===== config.mk =====
export PLATFORM = sky130hd
export DESIGN_NAME = multicycle_controller
export DESIGN_NICKNAME = d
export VERILOG_FILES = /design/src/rtl/multicycle_controller.sv
export SDC_FILE = /design/constraint.sdc
export NUM_CORES = 1
export LEC_CHECK = 0
export BUFFER_PORTS_ARGS = -buffer_cell sky130_fd_sc_hd__buf_2
export CELL_PAD_IN_SITES_DETAIL_PLACEMENT = 1
export CELL_PAD_IN_SITES_GLOBAL_PLACEMENT = 1
export CORE_MARGIN = 2
export CORE_UTILIZATION = 29
export CTS_CLUSTER_SIZE = 24
export DETAILED_ROUTE_END_ITERATION = 12
export GPL_TIMING_DRIVEN = 0
export HOLD_SLACK_MARGIN = 0.12
export PLACE_DENSITY_LB_ADDON = 0.12
export SETUP_SLACK_MARGIN = 0.05
export SLEW_MARGIN = 0
export SYNTH_ARGS = -nofsm -noshare
export SYNTH_HDL_FRONTEND = slang
export SYNTH_SLANG_ARGS = --single-unit
export TNS_END_PERCENT = 30

===== constraint.sdc =====
create_clock -name i_clk -period 4.9 [get_ports i_clk]
set_clock_uncertainty 0.1 [all_clocks]
set_input_delay 0.98 -clock i_clk [delete_from_list [all_inputs] [get_ports i_clk]]
set_output_delay 0.98 -clock i_clk [all_outputs]
set_load 0.005 [all_outputs]

===== src/rtl/multicycle_controller.sv =====
// rtl/multicycle_controller.sv - FSM control unit for the multi-cycle RV32I datapath
//
// Sequences FETCH/DECODE/EXECUTE/MEMORY/WRITEBACK with ready handshakes to both
// memories, a bounded data-memory wait and illegal-instruction detection.
// Optional macro CTRL_TRAP_EN: illegal instruction / dmem timeout enter a sticky
// TRAP state instead of being skipped as a NOP.
//
// Ports:
//   i_clk, i_rst                 clock, asynchronous active-high reset
//   i_instruction                IR contents, stable from DECODE onward
//   i_imem_ready, i_dmem_ready   memory ready (same-cycle response allowed)
//   i_br_taken                   branch comparator result
//   o_imem_read_en, o_ir_load    fetch request, IR load
//   o_pc_write, o_pc_sel         PC update, 0=PC+4 1=ALU result
//   o_sel_a_pc, o_sel_bw_imm_rs2 ALU operand selects
//   o_alu_op                     ALU operation
//   o_regfile_write_enable       register write
//   o_wr_back_sel                00=memory 01=ALU 10=PC+4
//   o_dmem_read_en/write_en      data memory requests
//   o_illegal_instr, o_mem_timeout  event flags
//   o_state                      FSM state (debug)
module multicycle_controller #(
    parameter int INSTR_WIDTH  = 32,
    parameter int ALU_OP_WIDTH = 4,
    parameter int MEM_TIMEOUT  = 15
) (
    input  logic                    i_clk,
    input  logic                    i_rst,
    input  logic [INSTR_WIDTH-1:0]  i_instruction,
    input  logic                    i_imem_ready,
    input  logic                    i_dmem_ready,
    input  logic                    i_br_taken,
    output logic                    o_imem_read_en,
    output logic                    o_ir_load,
    output logic                    o_pc_write,
    output logic                    o_pc_sel,
    output logic                    o_sel_a_pc,
    output logic                    o_sel_bw_imm_rs2,
    output logic [ALU_OP_WIDTH-1:0] o_alu_op,
    output logic                    o_regfile_write_enable,
    output logic [1:0]              o_wr_back_sel,
    output logic                    o_dmem_read_en,
    output logic                    o_dmem_write_en,
    output logic                    o_illegal_instr,
    output logic                    o_mem_timeout,
    output logic [2:0]              o_state
);

    typedef enum logic [2:0] {
        S_FETCH     = 3'd0,
        S_DECODE    = 3'd1,
        S_EXECUTE   = 3'd2,
        S_MEMORY    = 3'd3,
        S_WRITEBACK = 3'd4,
        S_TRAP      = 3'd5
    } state_t;

    localparam int CW = (MEM_TIMEOUT > 0) ? $clog2(MEM_TIMEOUT + 1) : 1;
    localparam logic [CW-1:0] TO_VAL = CW'(MEM_TIMEOUT);

    localparam logic [ALU_OP_WIDTH-1:0] ALU_ADD  = ALU_OP_WIDTH'(0);
    localparam logic [ALU_OP_WIDTH-1:0] ALU_SUB  = ALU_OP_WIDTH'(1);
    localparam logic [ALU_OP_WIDTH-1:0] ALU_SLL  = ALU_OP_WIDTH'(2);
    localparam logic [ALU_OP_WIDTH-1:0] ALU_SLT  = ALU_OP_WIDTH'(3);
    localparam logic [ALU_OP_WIDTH-1:0] ALU_SLTU = ALU_OP_WIDTH'(4);
    localparam logic [ALU_OP_WIDTH-1:0] ALU_XOR  = ALU_OP_WIDTH'(5);
    localparam logic [ALU_OP_WIDTH-1:0] ALU_SRL  = ALU_OP_WIDTH'(6);
    localparam logic [ALU_OP_WIDTH-1:0] ALU_SRA  = ALU_OP_WIDTH'(7);
    localparam logic [ALU_OP_WIDTH-1:0] ALU_OR   = ALU_OP_WIDTH'(8);
    localparam logic [ALU_OP_WIDTH-1:0] ALU_AND  = ALU_OP_WIDTH'(9);

    state_t          r_state, w_next;
    logic [CW-1:0]   r_cnt;

    logic [6:0] w_opcode, w_f7;
    logic [2:0] w_f3;
    logic       w_is_r, w_is_i, w_is_ld, w_is_st, w_is_br, w_is_jal;
    logic       w_illegal, w_to_hit, w_unused;
    logic [ALU_OP_WIDTH-1:0] w_alu_func;

    logic                    w_imem_read_en, w_ir_load, w_pc_write, w_pc_sel;
    logic                    w_sel_a_pc, w_sel_b, w_rf_we, w_dmem_rd, w_dmem_wr;
    logic                    w_illegal_instr, w_mem_timeout;
    logic [ALU_OP_WIDTH-1:0] w_alu_op;
    logic [1:0]              w_wb_sel;

    assign w_opcode = i_instruction[6:0];
    assign w_f3     = i_instruction[14:12];
    assign w_f7     = i_instruction[31:25];
    assign w_unused = ^{i_instruction[24:15], i_instruction[11:7]};

    assign w_is_r   = (w_opcode == 7'b0110011);
    assign w_is_i   = (w_opcode == 7'b0010011);
    assign w_is_ld  = (w_opcode == 7'b0000011);
    assign w_is_st  = (w_opcode == 7'b0100011);
    assign w_is_br  = (w_opcode == 7'b1100011);
    assign w_is_jal = (w_opcode == 7'b1101111);

    assign w_illegal = !( (w_is_r && ((w_f7 == 7'b0000000) ||
                                      (w_f7 == 7'b0100000 && (w_f3 == 3'b000 || w_f3 == 3'b101))))
                        || w_is_i
                        || (w_is_ld && !(w_f3 == 3'b011 || w_f3 == 3'b110 || w_f3 == 3'b111))
                        || (w_is_st && (w_f3 <= 3'b010))
                        || (w_is_br && !(w_f3 == 3'b010 || w_f3 == 3'b011))
                        || w_is_jal );

    // Timeout fires only when the counter has reached the limit and ready is
    // still low; a ready in the same cycle completes the access instead.
    assign w_to_hit = (MEM_TIMEOUT != 0) && (r_state == S_MEMORY) &&
                      !i_dmem_ready && (r_cnt == TO_VAL);

    // Bit 30 distinguishes sub/sra for R-type and srai for I-type; addi must
    // ignore it because there it is an immediate bit.
    always_comb begin
        w_alu_func = ALU_ADD;
        case (w_f3)
            3'b000:  w_alu_func = (w_is_r && i_instruction[30]) ? ALU_SUB : ALU_ADD;
            3'b001:  w_alu_func = ALU_SLL;
            3'b010:  w_alu_func = ALU_SLT;
            3'b011:  w_alu_func = ALU_SLTU;
            3'b100:  w_alu_func = ALU_XOR;
            3'b101:  w_alu_func = i_instruction[30] ? ALU_SRA : ALU_SRL;
            3'b110:  w_alu_func = ALU_OR;
            default: w_alu_func = ALU_AND;
        endcase
    end

    always_ff @(posedge i_clk or posedge i_rst) begin
        if (i_rst) r_state <= S_FETCH;
        else       r_state <= w_next;
    end

    always_ff @(posedge i_clk or posedge i_rst) begin
        if (i_rst)
            r_cnt <= '0;
        else if (r_state == S_EXECUTE)
            r_cnt <= '0;
        else if (r_state == S_MEMORY && !i_dmem_ready && r_cnt != TO_VAL)
            r_cnt <= r_cnt + CW'(1);
    end

`ifdef CTRL_TRAP_EN
    // Remembers why TRAP was entered so the right flag is held.
    logic r_trap_to;
    always_ff @(posedge i_clk or posedge i_rst) begin
        if (i_rst)         r_trap_to <= 1'b0;
        else if (w_to_hit) r_trap_to <= 1'b1;
    end
`endif

    always_comb begin
        w_next          = r_state;
        w_imem_read_en  = 1'b0;
        w_ir_load       = 1'b0;
        w_pc_write      = 1'b0;
        w_pc_sel        = 1'b0;
        w_sel_a_pc      = 1'b0;
        w_sel_b         = 1'b0;
        w_alu_op        = ALU_ADD;
        w_rf_we         = 1'b0;
        w_wb_sel        = 2'b00;
        w_dmem_rd       = 1'b0;
        w_dmem_wr       = 1'b0;
        w_illegal_instr = 1'b0;
        w_mem_timeout   = 1'b0;
        case (r_state)
            S_FETCH: begin
                w_imem_read_en = 1'b1;
                if (i_imem_ready) begin
                    w_ir_load = 1'b1;
                    w_next    = S_DECODE;
                end
            end
            S_DECODE: begin
                if (w_illegal) begin
                    w_illegal_instr = 1'b1;
`ifdef CTRL_TRAP_EN
                    w_next = S_TRAP;
`else
                    w_pc_write = 1'b1;
                    w_next     = S_FETCH;
`endif
                end else begin
                    w_next = S_EXECUTE;
                end
            end
            S_EXECUTE: begin
                if (w_is_r || w_is_i) begin
                    w_alu_op = w_alu_func;
                    w_sel_b  = w_is_r;
                    w_next   = S_WRITEBACK;
                end else if (w_is_ld || w_is_st) begin
                    w_next = S_MEMORY;
                end else if (w_is_br) begin
                    w_sel_a_pc = 1'b1;
                    w_pc_write = 1'b1;
                    w_pc_sel   = i_br_taken;
                    w_next     = S_FETCH;
                end else begin
                    w_sel_a_pc = 1'b1;
                    w_next     = S_WRITEBACK;
                end
            end
            S_MEMORY: begin
                w_dmem_rd = w_is_ld;
                w_dmem_wr = w_is_st;
                if (i_dmem_ready) begin
                    if (w_is_ld) begin
                        w_next = S_WRITEBACK;
                    end else begin
                        w_pc_write = 1'b1;
                        w_next     = S_FETCH;
                    end
                end else if (w_to_hit) begin
                    w_mem_timeout = 1'b1;
`ifdef CTRL_TRAP_EN
                    w_next = S_TRAP;
`else
                    w_pc_write = 1'b1;
                    w_next     = S_FETCH;
`endif
                end
            end
            S_WRITEBACK: begin
                w_rf_we    = 1'b1;
                w_pc_write = 1'b1;
                w_pc_sel   = w_is_jal;
                w_wb_sel   = w_is_ld ? 2'b00 : (w_is_jal ? 2'b10 : 2'b01);
                w_next     = S_FETCH;
            end
`ifdef CTRL_TRAP_EN
            S_TRAP: begin
                w_illegal_instr = !r_trap_to;
                w_mem_timeout   = r_trap_to;
            end
`endif
            default: w_next = S_FETCH;
        endcase
    end

    // Reset forces every control output low immediately, even mid-instruction.
    assign o_imem_read_en         = w_imem_read_en  & ~i_rst;
    assign o_ir_load              = w_ir_load       & ~i_rst;
    assign o_pc_write             = w_pc_write      & ~i_rst;
    assign o_pc_sel               = w_pc_sel        & ~i_rst;
    assign o_sel_a_pc             = w_sel_a_pc      & ~i_rst;
    assign o_sel_bw_imm_rs2       = w_sel_b         & ~i_rst;
    assign o_alu_op               = i_rst ? '0 : w_alu_op;
    assign o_regfile_write_enable = w_rf_we         & ~i_rst;
    assign o_wr_back_sel          = i_rst ? 2'b00 : w_wb_sel;
    assign o_dmem_read_en         = w_dmem_rd       & ~i_rst;
    assign o_dmem_write_en        = w_dmem_wr       & ~i_rst;
    assign o_illegal_instr        = w_illegal_instr & ~i_rst;
    assign o_mem_timeout          = w_mem_timeout   & ~i_rst;
    assign o_state                = r_state;

endmodule

==> results.txt, run 1 <==
CP peak stage delay -> 0.36 ns
worst hold slack -> 0.463 ns
Rel. slew slack -> 62.9%
DRC viols -> 0
total design power -> 159 uW
Synth area leader -> dfrtp_1
vias in the first global route -> 1022
CTS Buf Count -> 3
setup_tns -> 0 ns
ys async rst share -> 100%
run status -> finished clean
EDFF count, synth -> 0
Congestion Overflow GR -> 0
Antenna Violating Nets Remaining -> 0
most frequent cells in the layout -> buf_2, nor2_1, nor3_1, dfrtp_1
clock sinks -> 7
final count of pins violating max slew -> 0
Resize count post-CTS -> 0
Sw Share -> 30.3%
Setup crit end kind -> primary output
final worst path period need -> 3.36 ns
Clk Tree Root Cell -> clkbuf_4
maxcap violations -> 0
drt first-iter violations -> 34
Die Y-Extent -> 57.7 um
Worst-Skew Late Latency -> 0.25 ns
Post-Syn Area per Cell -> 7.40 um^2
placed cell count -> 184
P_sw -> 48.0 uW
wire per inst -> 14.3 um
Yosys cell types -> 43
YS warnings -> 0
Worst Path Required -> 3.82 ns
Fin. Hold Viols -> 0
initial antenna violation count -> 0
nature of the critical path startpoint -> input pin
GRT Util Overall -> 17.8%
first-pass GRT wire length -> 4.71 mm
final non-filler cell total -> 188
htree depth -> 1
Core Footprint -> 2760 um^2
Tcrit/Tclk final -> 68.6%
FP Rows -> 19
RePlAce Congestion -> 0.771
final setup violation count -> 0
CTS tree -> built
number of inserted diodes -> 0
Int Power -> 111 uW
maximum vdd ir drop -> 0.157 mV
Starting Density -> 30.3%
Worst path slowest cell -> a221o_1
Comb pwr share -> 28.6%
Hold Buf Count CTS -> 0
die width -> 57.7 um
Crit path top cell by count -> buf_2
pre-CTS WS -> 1.54 ns
Seq/Total Area, Yosys -> 21.0%
Setup Buffers After CTS -> 0
Synth Net Count -> 151
top cells by area, synth -> dfrtp_1, nor2_1, nor3_1, xor2_1, a21oi_1
mapped cell area -> 836 um^2
Worst-Margin Slew -> 0.553 ns
CTS max path bufs -> 2
cell chain of the critical path -> buf_2 -> nand4bb_1 -> buf_2 -> nor3_1 -> a221o_1 -> o41ai_2 -> buf_2
Flop pwr share -> 39.0%
commonest non-fill, non-tap cell in the layout -> buf_2
largest net degree at the start of global routing -> 11
ratio of cells with drive above 1 in the final layout -> 31.8%
Leak -> 0.530 nW
DP HPWL -> 2.17 mm
nets -> 196
Ports -> 57
vias -> 1039
RSZ-0062 raised after global routing -> false
maximum clock frequency -> 297 MHz
Port Buffers -> 40
Top FF cell, synth -> dfrtp_1
Power Dens Cells -> 144 nW/um^2
first drt pass iteration count -> 4
Vias per Instance -> 5.53
final worst slack -> 1.54 ns
area fraction of the dominant cell type after synthesis -> 21.0%
WL final -> 2.69 mm
Min-Delay Path Class -> reg2reg
crit-path max FO -> 7
Clk pwr share -> 32.4%
worst reg-to-reg setup slack -> 3.08 ns
data arrival time of the worst path -> 2.28 ns
CP Class -> in2out
Mapped Cells -> 113
Yosys reg bits -> 7
Layout area overhead -> 31.7%
DIE AREA -> 3330 um^2
clock-pin slew on the worst setup and hold paths -> 0.05 ns
-- synth_stat cells (2+ instances only) --
library cell  count
and3_1            2
nand4_1           3
nand2b_1          2
buf_2             3
and4_1            2
nor4_1            4
clkbuf_1          3
nor2_1           15
nand2_1           6
nor3_1            7
xor2_1            4
or3b_1            2
a21boi_0          2
dfrtp_1           7
o21ai_0           5
o22ai_1           2
inv_1             3
and2_1            2
nand3_1           6
a21oi_1           6
a211oi_1          2
nor2b_1           2
nand3b_1          3
-- stage by stage --
step | utilization, % | cell area, um^2
final | 39.9 | 1100
after detailed placement | 39.0 | 1070
after global placement | 39.0 | 1070
after CTS | 39.9 | 1100
after global routing | 39.9 | 1100
after floorplan | - | 836
-- layer usage --
metal  vias to the layer above  part of all wire (%)  GRT usage (%)
met2                        27                    49           29.2
met5                         -                     0              0
li1                        514                     -              -
met4                         0                  0.52           2.99
met3                         2                   5.3           4.46
met1                       496                    45           24.0
-- path summary, 6_finish.rpt --
check / from / to / cells past startpoint
max: i_instruction[2] / o_pc_write / 7
min: r_cnt[1] / r_cnt[1] / 2
max reg2reg: r_cnt[0] / o_state[1] / 5
min reg2reg: r_cnt[1] / r_cnt[1] / 2
max in group asynchronous: i_rst / r_cnt[1] / 2
min in group asynchronous: i_rst / o_state[1] / 2
-- critical path, delay by kind of cell --
family,cells,cell delay (ns)
AOI/OAI and AO/OA,2,0.63
buffers and inverters,3,0.45
and+or+nand+nor,2,0.22
-- logic make-up (layout without fill, tap and decap cells) --
kind of cell	count (synthesis)	count (layout)	synth area share (%)
and+or+nand+nor	64	64	45.2
AOI/OAI and AO/OA	27	27	22.3
buffers and inverters	10	54	5.84
xor gates and xnor gates	4	4	4.19
adders and majority gates	1	1	1.50
DFF	7	7	21.0
-- flip-flops by register name, summed over array words and instances (netlist names) --
| name | cells |
|---|---|
| r_cnt | 4 |
| o_state | 3 |
-- layout make-up --
class                      count  area [um^2]
sequential                     7          175
buffer                         7         37.5
tap                           31         38.8
fill                         367         1660
inverter                       3         11.3
timing repair buffer          40          200
clock buffer                   4         26.3
multi-input combinational     96          612
-- power by group through the flow --
stage	Combinational, mW	Sequential [mW]	Clock [mW]
floorplan	0.0249	0.0624	0
global placement	0.0443	0.0625	0
detailed placement	0.0457	0.0627	0
CTS	0.0459	0.0617	0.0540
global route	0.0512	0.0621	0.0578
finish	0.0453	0.0618	0.0514
Power figures use the tool's default switching activity.
==> run 2: changes to the inputs <==
- CORE_UTILIZATION: 29 -> 24
- clock period: 4.9 -> 3 ns (I/O delays scaled with it)
==> run 2 against run 1 <==
Net effect: die area increased by 19%; combinational power rose by 67%; utilization shrank 6.4 points; clock-buffer cell count unchanged; sequential share of layout area down 0.27 points; worst hold slack worse by 0.068 ns; critical path type unchanged; critical endpoint is now o_illegal_instr; largest cell class unchanged.
==> results.txt, run 2 (same netlist as run 1, synthesis figures left out) <==
WL final -> 2.90 mm
CTS max path bufs -> 2
Top reg by flops -> r_cnt
Clk pwr share -> 32.7%
CP peak stage delay -> 0.32 ns
RePlAce Congestion -> 0.783
Min-Delay Path Class -> in2async
CP Class -> in2out
Hold Buf Count CTS -> 0
Worst-Skew Late Latency -> 0.25 ns
clock-pin slew on the worst setup and hold paths -> 0.05 ns
Setup Buffers After CTS -> 0
Int Power -> 181 uW
total design power -> 262 uW
initial antenna violation count -> 0
clock sinks -> 7
final worst slack -> 0.333 ns
maximum clock frequency -> 375 MHz
CTS tree -> built
htree depth -> 1
GRT Util Overall -> 14.7%
crit-path max FO -> 8
Ports -> 57
Die Y-Extent -> 63.0 um
Tcrit/Tclk final -> 88.9%
Clk Tree Root Cell -> clkbuf_4
multi-input logic area -> 612 um^2
FP Rows -> 21
Port Buffers -> 40
Rel. slew slack -> 65.6%
Leak -> 0.530 nW
Layout area overhead -> 34.0%
max FFs per register -> 4
cell chain of the critical path -> buf_2 -> nand3b_1 -> nor2_1 -> a221o_1 -> nor4_1 -> buf_2
pre-CTS WS -> 0.355 ns
ratio of cells with drive above 1 in the final layout -> 31.8%
Antenna Violating Nets Remaining -> 0
Power Dens Cells -> 234 nW/um^2
final count of pins violating max slew -> 0
Sw Share -> 31.0%
Flop pwr share -> 38.5%
Worst-Margin Slew -> 0.514 ns
final worst path period need -> 2.67 ns
RSZ-0062 raised after global routing -> false
die width -> 63.0 um
setup_tns -> 0 ns
Resize count post-CTS -> 0
largest net degree at the start of global routing -> 11
nature of the critical path startpoint -> input pin
Starting Density -> 25.0%
# fillers -> 451
vias -> 1048
vias in the first global route -> 1024
critical path's top delay family -> simple AND/OR/NAND/NOR gates
Worst Path Required -> 2.30 ns
Worst path slowest cell -> a221o_1
Core Footprint -> 3340 um^2
DRC viols -> 0
maxcap violations -> 0
wire per inst -> 14.3 um
Vias per Instance -> 5.16
CTS Buf Count -> 3
run status -> finished clean
most frequent cells in the layout -> buf_2, nor2_1, nor3_1, dfrtp_1
drt first-iter violations -> 41
Crit path top cell by count -> buf_2
final setup violation count -> 0
Sequential Area -> 175 um^2
Setup crit end kind -> primary output
DIE AREA -> 3970 um^2
commonest non-fill, non-tap cell in the layout -> buf_2
Fin. Hold Viols -> 0
nets -> 196
P_sw -> 81.3 uW
Congestion Overflow GR -> 0
first-pass GRT wire length -> 4.76 mm
data arrival time of the worst path -> 1.97 ns
first drt pass iteration count -> 4
DP HPWL -> 2.30 mm
Critical path buffers and inverters -> 2
maximum vdd ir drop -> 0.201 mV
number of inserted diodes -> 0
Comb pwr share -> 28.8%
[run 2: routing by layer]
metal | track usage [%] | share of wire, %
met5 | 0 | 0
met4 | 1.67 | 0.48
met3 | 3.96 | 4.4
met2 | 24.5 | 49
met1 | 19.4 | 47
[run 2: area by class of cell]
class                   instances  share of cell area (%)
inverters                       3                    1.01
multi-input cells              96                    54.6
well taps                      46                    5.14
flip-flops and latches          7                    15.6
plain buffers                   7                    3.35
clock buffers                   4                    2.35
repair buffers                 40                    17.9
[run 2: metrics by stage]
stage / std cells / hold slack (ns) / util, % / area [um^2]
after floorplan: 113 / 0.417 / - / 836
after global placement: 199 / 0.438 / 32.8 / 1090
after detailed placement: 199 / 0.458 / 32.8 / 1090
after CTS: 203 / 0.411 / 33.6 / 1120
after global routing: 203 / 0.465 / 33.6 / 1120
final: 203 / 0.395 / 33.6 / 1120
[run 2: worst paths after layout]
path	from	to	slack, ns	cells after the start
min	i_rst	o_state[0]	0.40	2
min in group i_clk	r_cnt[1]	r_cnt[1]	0.46	2
max in group asynchronous	i_rst	r_cnt[1]	2.15	2
max	i_instruction[4]	o_illegal_instr	0.33	6
max reg2reg	r_cnt[0]	o_state[1]	1.23	5
min reg2reg	r_cnt[1]	r_cnt[1]	0.46	2
[run 2: power by group through the flow]
stage	clock (mW)	combinational, mW	sequential [mW]
global route	0.0956	0.0850	0.101
CTS	0.0899	0.0762	0.101
global placement	0	0.0735	0.102
floorplan	0	0.0406	0.102
detailed placement	0	0.0759	0.102
finish	0.0857	0.0755	0.101
